$ cat src/rtl/multicycle_controller.sv
// multicycle_controller
// Main control FSM of the multicycle RISC-V core. Sequences fetch, decode,
// execute, memory and writeback over several clocks and drives the shared
// datapath (single ALU, unified memory port, register file).
//
// Ports:
//   clock_i, reset_n_i        clock (rising edge), async active-low reset
//   opcode_i[6:0]             instruction register bits [6:0], held from DECODE on
//   zero_i                    ALU zero flag (branch decision)
//   mem_ready_i               memory finished the current request this cycle
//   mem_req_o, adr_src_o      memory request, address select (0 PC, 1 ALU)
//   mem_write_o               store strobe
//   IR_write_o, PC_write_o    instruction register / PC load strobes
//   reg_write_o               register file write strobe
//   result_src_o[1:0]         00 ALUOut, 01 data, 10 ALU result
//   ALU_src_a_o[1:0]          00 PC, 01 oldPC, 10 rs1
//   ALU_src_b_o[1:0]          00 rs2, 01 imm, 10 const 4
//   ALU_op_o[1:0]             00 add, 01 sub, 11 decode by funct
//   imm_src_o[1:0]            immediate format, combinational from opcode
//   illegal_o                 sticky illegal-opcode flag
//   retired_o[COUNT_W-1:0]    retired-instruction count (wraps)
module multicycle_controller #(
    parameter int COUNT_W = 32
) (
    input  logic               clock_i,
    input  logic               reset_n_i,
    input  logic [6:0]         opcode_i,
    input  logic               zero_i,
    input  logic               mem_ready_i,
    output logic               mem_req_o,
    output logic               adr_src_o,
    output logic               mem_write_o,
    output logic               IR_write_o,
    output logic               PC_write_o,
    output logic               reg_write_o,
    output logic [1:0]         result_src_o,
    output logic [1:0]         ALU_src_a_o,
    output logic [1:0]         ALU_src_b_o,
    output logic [1:0]         ALU_op_o,
    output logic [1:0]         imm_src_o,
    output logic               illegal_o,
    output logic [COUNT_W-1:0] retired_o
);

    localparam logic [6:0] OP_LW   = 7'b0000011;
    localparam logic [6:0] OP_SW   = 7'b0100011;
    localparam logic [6:0] OP_R    = 7'b0110011;
    localparam logic [6:0] OP_I    = 7'b0010011;
    localparam logic [6:0] OP_JAL  = 7'b1101111;
    localparam logic [6:0] OP_BEQ  = 7'b1100011;

    typedef enum logic [3:0] {
        S_START, S_FETCH, S_DECODE, S_MEMADR, S_MEMREAD, S_MEMWB, S_MEMWRITE,
        S_EXECUTER, S_EXECUTEI, S_ALUWB, S_BEQ, S_JAL, S_HALT
    } state_e;

    state_e             state_q, state_d;
    logic               armed_q, armed_d;
    logic               illegal_q, illegal_d;
    logic [COUNT_W-1:0] retired_q, retired_d;
    logic               retire;

    // START idles one extra cycle after reset release, so the first FETCH
    // lands on the second rising edge; armed_q marks that cycle as spent.
    always_ff @(posedge clock_i or negedge reset_n_i) begin
        if (!reset_n_i) begin
            state_q   <= S_START;
            armed_q   <= 1'b0;
            illegal_q <= 1'b0;
            retired_q <= '0;
        end else begin
            state_q   <= state_d;
            armed_q   <= armed_d;
            illegal_q <= illegal_d;
            retired_q <= retired_d;
        end
    end

    always_comb begin
        state_d      = state_q;
        armed_d      = 1'b1;
        retire       = 1'b0;
        mem_req_o    = 1'b0;
        adr_src_o    = 1'b0;
        mem_write_o  = 1'b0;
        IR_write_o   = 1'b0;
        PC_write_o   = 1'b0;
        reg_write_o  = 1'b0;
        result_src_o = 2'b00;
        ALU_src_a_o  = 2'b00;
        ALU_src_b_o  = 2'b00;
        ALU_op_o     = 2'b00;
        unique case (state_q)
            S_START: if (armed_q) state_d = S_FETCH;
            S_FETCH: begin
                mem_req_o    = 1'b1;
                ALU_src_b_o  = 2'b10;
                result_src_o = 2'b10;
                IR_write_o   = mem_ready_i;
                PC_write_o   = mem_ready_i;
                if (mem_ready_i) state_d = S_DECODE;
            end
            S_DECODE: begin
                ALU_src_a_o = 2'b01;
                ALU_src_b_o = 2'b01;
                unique case (opcode_i)
                    OP_LW, OP_SW: state_d = S_MEMADR;
                    OP_R:         state_d = S_EXECUTER;
                    OP_I:         state_d = S_EXECUTEI;
                    OP_JAL:       state_d = S_JAL;
                    OP_BEQ:       state_d = S_BEQ;
                    default:      state_d = S_HALT;
                endcase
            end
            S_MEMADR: begin
                ALU_src_a_o = 2'b10;
                ALU_src_b_o = 2'b01;
                state_d     = (opcode_i == OP_LW) ? S_MEMREAD : S_MEMWRITE;
            end
            S_MEMREAD: begin
                mem_req_o = 1'b1;
                adr_src_o = 1'b1;
                if (mem_ready_i) state_d = S_MEMWB;
            end
            S_MEMWB: begin
                result_src_o = 2'b01;
                reg_write_o  = 1'b1;
                retire       = 1'b1;
                state_d      = S_FETCH;
            end
            S_MEMWRITE: begin
                mem_req_o   = 1'b1;
                adr_src_o   = 1'b1;
                mem_write_o = 1'b1;
                if (mem_ready_i) begin
                    retire  = 1'b1;
                    state_d = S_FETCH;
                end
            end
            S_EXECUTER: begin
                ALU_src_a_o = 2'b10;
                ALU_op_o    = 2'b11;
                state_d     = S_ALUWB;
            end
            S_EXECUTEI: begin
                ALU_src_a_o = 2'b10;
                ALU_src_b_o = 2'b01;
                ALU_op_o    = 2'b11;
                state_d     = S_ALUWB;
            end
            S_ALUWB: begin
                reg_write_o = 1'b1;
                retire      = 1'b1;
                state_d     = S_FETCH;
            end
            S_JAL: begin
                ALU_src_a_o = 2'b01;
                ALU_src_b_o = 2'b10;
                PC_write_o  = 1'b1;
                state_d     = S_ALUWB;
            end
            S_BEQ: begin
                ALU_src_a_o = 2'b10;
                ALU_op_o    = 2'b01;
                PC_write_o  = zero_i;
                retire      = 1'b1;
                state_d     = S_FETCH;
            end
            S_HALT:  state_d = S_HALT;
            default: state_d = S_START;
        endcase
        illegal_d = illegal_q | (state_d == S_HALT);
        retired_d = retired_q + {{(COUNT_W-1){1'b0}}, retire};
    end

    always_comb begin
        unique case (opcode_i)
            OP_SW:   imm_src_o = 2'b01;
            OP_BEQ:  imm_src_o = 2'b10;
            OP_JAL:  imm_src_o = 2'b11;
            default: imm_src_o = 2'b00;
        endcase
    end

    assign illegal_o = illegal_q;
    assign retired_o = retired_q;

endmodule

$ cat config.mk
export PLATFORM = sky130hd
export DESIGN_NAME = multicycle_controller
export DESIGN_NICKNAME = d
export VERILOG_FILES = /design/src/rtl/multicycle_controller.sv
export SDC_FILE = /design/constraint.sdc
export NUM_CORES = 1
export LEC_CHECK = 0
export ABC_AREA = 1
export BUFFER_PORTS_ARGS = -buffer_cell sky130_fd_sc_hd__buf_2
export CORE_MARGIN = 2
export CORE_UTILIZATION = 47
export DETAILED_ROUTE_END_ITERATION = 16
export PLACE_DENSITY_LB_ADDON = 0.15
export SYNTH_ARGS = -nofsm -noshare
export SYNTH_HDL_FRONTEND = slang
export SYNTH_SLANG_ARGS = --single-unit
$ cat constraint.sdc
create_clock -name clock_i -period 1.9 [get_ports clock_i]
set_input_delay 0.285 -clock clock_i [delete_from_list [all_inputs] [get_ports clock_i]]
set_output_delay 0.285 -clock clock_i [all_outputs]
set_load 0.02 [all_outputs]
* Word level (Yosys, flattened, before mapping)
Index checks and enable logic that the tools add are counted.
W data, S select, Z words.
** Operators by class
- Add/subtract/negate cells :: 1
- Equal/unequal tests :: 19
- Mux-type cells :: 20
- Bitwise logic cells :: 1
- Reduce and logical (&&, ||, !) cells :: 12
** Operators by type and width (number)
- $pmux W4 S9 :: 1
- $add A32 B1 Y32 :: 1
- $eq A4 B4 Y1 const B :: 6
- $pmux W4 S5 :: 1
- $eq A4 B3 Y1 const B :: 4
- $mux W4 :: 4
- $pmux W2 S2 :: 4
- $eq A7 B6 Y1 const B :: 2
- $eq A7 B7 Y1 const B :: 2
- $reduce_or A2 Y1 :: 6
- $reduce_or A3 Y1 :: 4
- $eq A4 B2 Y1 const B :: 2
- $eq A7 B2 Y1 const B :: 1
- $eq A7 B5 Y1 const B :: 1
- $mux W1 :: 6
- $pmux W2 S3 :: 1
- $eq A4 B1 Y1 const B :: 1
- $logic_not A4 Y1 :: 1
- $reduce_or A4 Y1 :: 1
- $pmux W1 S3 :: 1
- $mux W2 :: 1
- $pmux W1 S2 :: 1
- $or A1 B1 Y1 :: 1
** Word-level totals
- Flip-flop bits (word level) :: 38
- Input port bits :: 11
- Output and inout bits :: 49
- Word-level logic and storage cells :: 57

* Longest topological paths before layout
- Depth after elaboration :: 6
- Gate-level depth with buffers :: 14
- Depth with buffers taken out :: 14

* Least setup slack after synthesis
OpenSTA, ideal clock, no wires.
- Path kind :: register -> register
- Start point :: register state_q[0]
- End point :: register retired_q[19] (netlist: retired_o[19])
- Setup time :: 0.123 ns
- Arrival :: 1.759 ns
- Required time :: 1.777 ns
- Path slack :: 0.018 ns
- Stages on the path, launching flop included :: 13
- Path buffers :: 0
- Period minus slack after synthesis :: 1.882 ns
- Cell sequence :: dfrtp_1 > nor2_1 > nand2_1 > nor2_1 > nor2_1 > inv_1 > ha_1 > and3_1 > nand2_2 > nor2_4 > nand3_2 > o21ai_0 > nand2_1
** Between the ends
- Longest elaborated chain between the ends :: 4
- Elaborated cells between the ends (all ways) :: 7
- Classes of those cells :: add/sub: 1; eq/ne: 4; mux: 1; reduce/logical: 1
** Ends and longest elaborated chain
- start: declaration :: RTL line 57 : state_e state_q, state_d;
- start signal: assignment :: RTL line 72 : state_q <= state_d;
- $eq A4 B4 Y1 / $eq A4 B3 Y1 (equally long branches) :: RTL line 93 : unique case (state_q)
- $reduce_or A3 Y1 (no source line)
- $pmux W1 S2 * :: RTL line 93
- $add A32 B1 Y32 * :: RTL line 173 : retired_d = retired_q + {{(COUNT_W-1){1'b0}}, retire};
- via retired_d[19] :: RTL line 60 : logic [COUNT_W-1:0] retired_q, retired_d;
- end signal: assignment :: RTL line 75 : retired_q <= retired_d;
- end: declaration :: RTL line 60
Mark *: on every way through the listed nets, which the timed path passes. The rest lies on a longest branch.

* Worst setup path in the final report
- Start point :: register state_q[2]
- End point :: output port IR_write_o
** Between the ends
- Longest elaborated chain between the ends :: 2
** Ends and longest elaborated chain
- $eq A4 B1 Y1 :: RTL line 93
- $mux W1 :: RTL line 93
- end: declaration :: RTL line 33 : output logic IR_write_o,
Every way passes these cells.

==> results.py <==
metrics = {
    "detailed_routing": {
        "drc": 0,
        "viasPerCell": 5.043,
        "drt-total-wl_mm": 5.908,
        "dr_total_vias": 2224,
        "drt_iter0_drc": 134,
        "ant_nets": 0,
        "wl_per_cell_um": 13.40,
        "firstDrtPassIters": 4,
    },
    "floorplan": {
        "num_rows": 25,
        "die-area_mm2": 0.005314,
        "die_h_um": 72.90,
        "coreArea_mm2": 0.004661,
        "die_w_um": 72.90,
        "io_pins": 60,
        "initial_utilization_pct": 47.87,
    },
    "status": {
        "run_status": "finished with violations",
        "violations": "setup timing",
    },
    "timing": {
        "setup_tns_ps": -93.80,
        "layout_setup_ws_ps": -25.89,
        "skew_ps": 9.378,
        "hold_viol_final": 0,
        "rsz0062_at_grt": "yes",
        "fmax_mhz": 519.2,
        "fin_crit_sh_pct": 101.4,
        "setup_viol": 5,
        "min_period_ps": 1926,
        "worst_hold_slack_ps": 20.12,
        "drv_slew": 0,
    },
    "finish": {
        "antennaDiodeCount": 0,
        "nNetsFinal": 399,
        "fillers": 406,
        "drive_above_1_share_pct": 36.18,
        "regArea_um2": 950.9,
        "final_common_cell": "nand2_1",
        "multi_input_area_mm2": 0.001299,
        "area_growth_pct": 36.96,
        "fin_util_pct": 65.56,
        "final_cell_mix": "nand2_1 (85), buf_2 (58), dfrtp_1 (38), nor2_1 (33), inv_1 (28)",
    },
    "synthesis": {
        "synthCells": 293,
        "synth-seq-cells": 38,
        "synth-seq-area-share_pct": 42.62,
        "ys_types": 24,
        "synth_area_mm2": 0.002231,
        "synth.avg_cell_area_um2": 7.614,
        "syn_nets": 306,
        "yosys_warnings": 0,
    },
    "clock_network": {
        "cts_max_level": 2,
        "cts_buffers": 5,
        "cts.reportedPaths.clkPinSlew_ps": 70,
        "ctsLongestPathBuffers": 2,
        "cts_root_buffer": "clkbuf_8",
        "clk_latency_ps": 290,
        "cts_sinks": 38,
        "cts_hold_buf": 0,
        "cts_tree": "done",
    },
    "power_and_ir_drop": {
        "p_int_w": 0.001699,
        "pwr_density_cell_mw_per_mm2": 889.2,
        "ir_drop_uv": 732.1,
        "seqPwrFrac_pct": 36.5,
        "p_sw_share_pct": 37.47,
        "p_comb_share_pct": 38.9,
        "pwr-share-clk_pct": 24.6,
        "p_switching_w": 0.001018,
        "p_leak_nw": 1.670,
    },
    "worst_setup_path": {
        "crit_fanout": 6,
        "arrival_ps": 1640,
        "ff2ff_path_depth": 12,
        "ff2ff_setup_slack_ps": -20,
        "end_kind": "output pin",
        "r2r-start": "state_q[0]",
        "worstPathRequired_ps": 1620,
        "startpoint": "state_q[2]",
        "r2r_end": "retired_o[17]",
        "path_class": "register to output pin",
        "cp-start-kind": "register",
        "crit_end": "IR_write_o",
    },
    "grt": {
        "antenna_found_initial": 0,
        "grt_remaining_overflow": 0,
        "grtUsageTotal_pct": 22.77,
        "grt_first_pass_wirelength_mm": 9.280,
        "grt_max_degree": 39,
        "grt_pass1_vias": 2087,
    },
    "flow_run": {
        "timing.max_cap.violations": 0,
    },
    "hold_path": {
        "worstHoldPathType": "input port to async pin",
    },
    "placement": {
        "dp_hpwl_mm": 4.455,
        "io_buffers": 59,
        "gp_congestion": 0.8864,
    },
}
==> power groups by stage <==
| stage | clock network [W] | registers (W) | logic, W |
|---|---|---|---|
| 2_1_floorplan | 0 | 0.00105 | 0.000469 |
| 3_3_place_gp | 0 | 0.000993 | 0.000903 |
| 3_5_place_dp | 0 | 0.000995 | 0.000907 |
| 4_1_cts | 0.000681 | 0.000995 | 0.000987 |
| 5_1_grt | 0.000721 | 0.00101 | 0.00115 |
| 6_report | 0.000668 | 0.000991 | 0.00106 |
==> state kept, by name (all words and copies together), names as in the netlist <==
name / count
state_q: 4
armed_q: 1
retired_o: 32
illegal_o: 1
==> synthesized netlist by cell type, drive strengths merged <==
cell | instances | share of area, %
nand2 | 92 | 16
nor2 | 48 | 9.3
dfrtp | 38 | 43
inv | 34 | 5.7
xor2 | 17 | 6.7
nor3 | 15 | 5.7
nand3 | 13 | 3.1
o21ai | 10 | 2.4
xnor2 | 8 | 3.1
nand4 | 6 | 1.7
a21oi | 3 | 0.67
nand3b | 3 | 1.0
and3 | 2 | 0.56
ha | 2 | 1.1
a31oi | 1 | 0.28
conb | 1 | 0.17
==> per-stage QoR <==
stage,cells,worst slack (ps),total power (W),area (um^2)
after floorplan,293,18.19,0.001521,2231
after global placement,429,-75.68,0.001896,2766
after detailed placement,429,-146.0,0.001903,2766
after CTS,440,-19.12,0.002664,2943
after global routing,441,-133.8,0.002877,3055
final,441,-25.89,0.002717,3055
==> timing repair <==
action	4_1_cts	5_1_grt
endpoints found under the setup margin	22	23
gates resized for setup	16	26
setup buffers	3	2
pin swaps	4	8
==> layout make-up <==
cell class | count | area share [%]
clock buffer | 7 | 2.498
clock inverter | 1 | 0.9828
inverter | 34 | 4.177
multi-input combinational | 221 | 42.51
sequential | 38 | 31.12
tap | 54 | 2.211
timing repair buffer | 86 | 16.50
==> worst min path at each step <==
stage	from	slack, ps	cells past startpoint	to
6_report	reset_n_i	20	2	retired_o[25]
5_1_grt	reset_n_i	70	2	retired_o[19]
4_1_cts	reset_n_i	50	2	retired_o[20]
3_5_place_dp	reset_n_i	360	2	retired_o[25]
3_3_place_gp	reset_n_i	360	2	retired_o[30]
2_1_floorplan	reset_n_i	-10	0	armed_q
==> critical path, cell delays in order, from the launching register on <==
cell	delay [ps]
dfrtp_1	380
buf_4	140
nor2_1	250
nand2_1	210
nor2_1	190
buf_2	190
==> metal layers <==
layer,up-vias,wire length (um),track usage [%]
met3,9,228,3.039
met4,0,112,8.642
met2,66,3082,40.20
met5,-,0,0
li1,1100,-,-
met1,1049,2484,28.16
==> logic make-up (layout without fill, tap and decap cells) <==
logic type	count (synthesis)	after routing	share of synthesized area, %
flip-flops	38	38	42.62
buffers and inverters	34	128	5.721
AND/OR/NAND/NOR	179	179	37.19
adder cells (fa/ha/maj)	2	2	1.122
AO/OA/AOI/OAI	14	14	3.365
XOR/XNOR	25	25	9.815
other	1	1	0.1681
(Power assumes the default switching activity.)
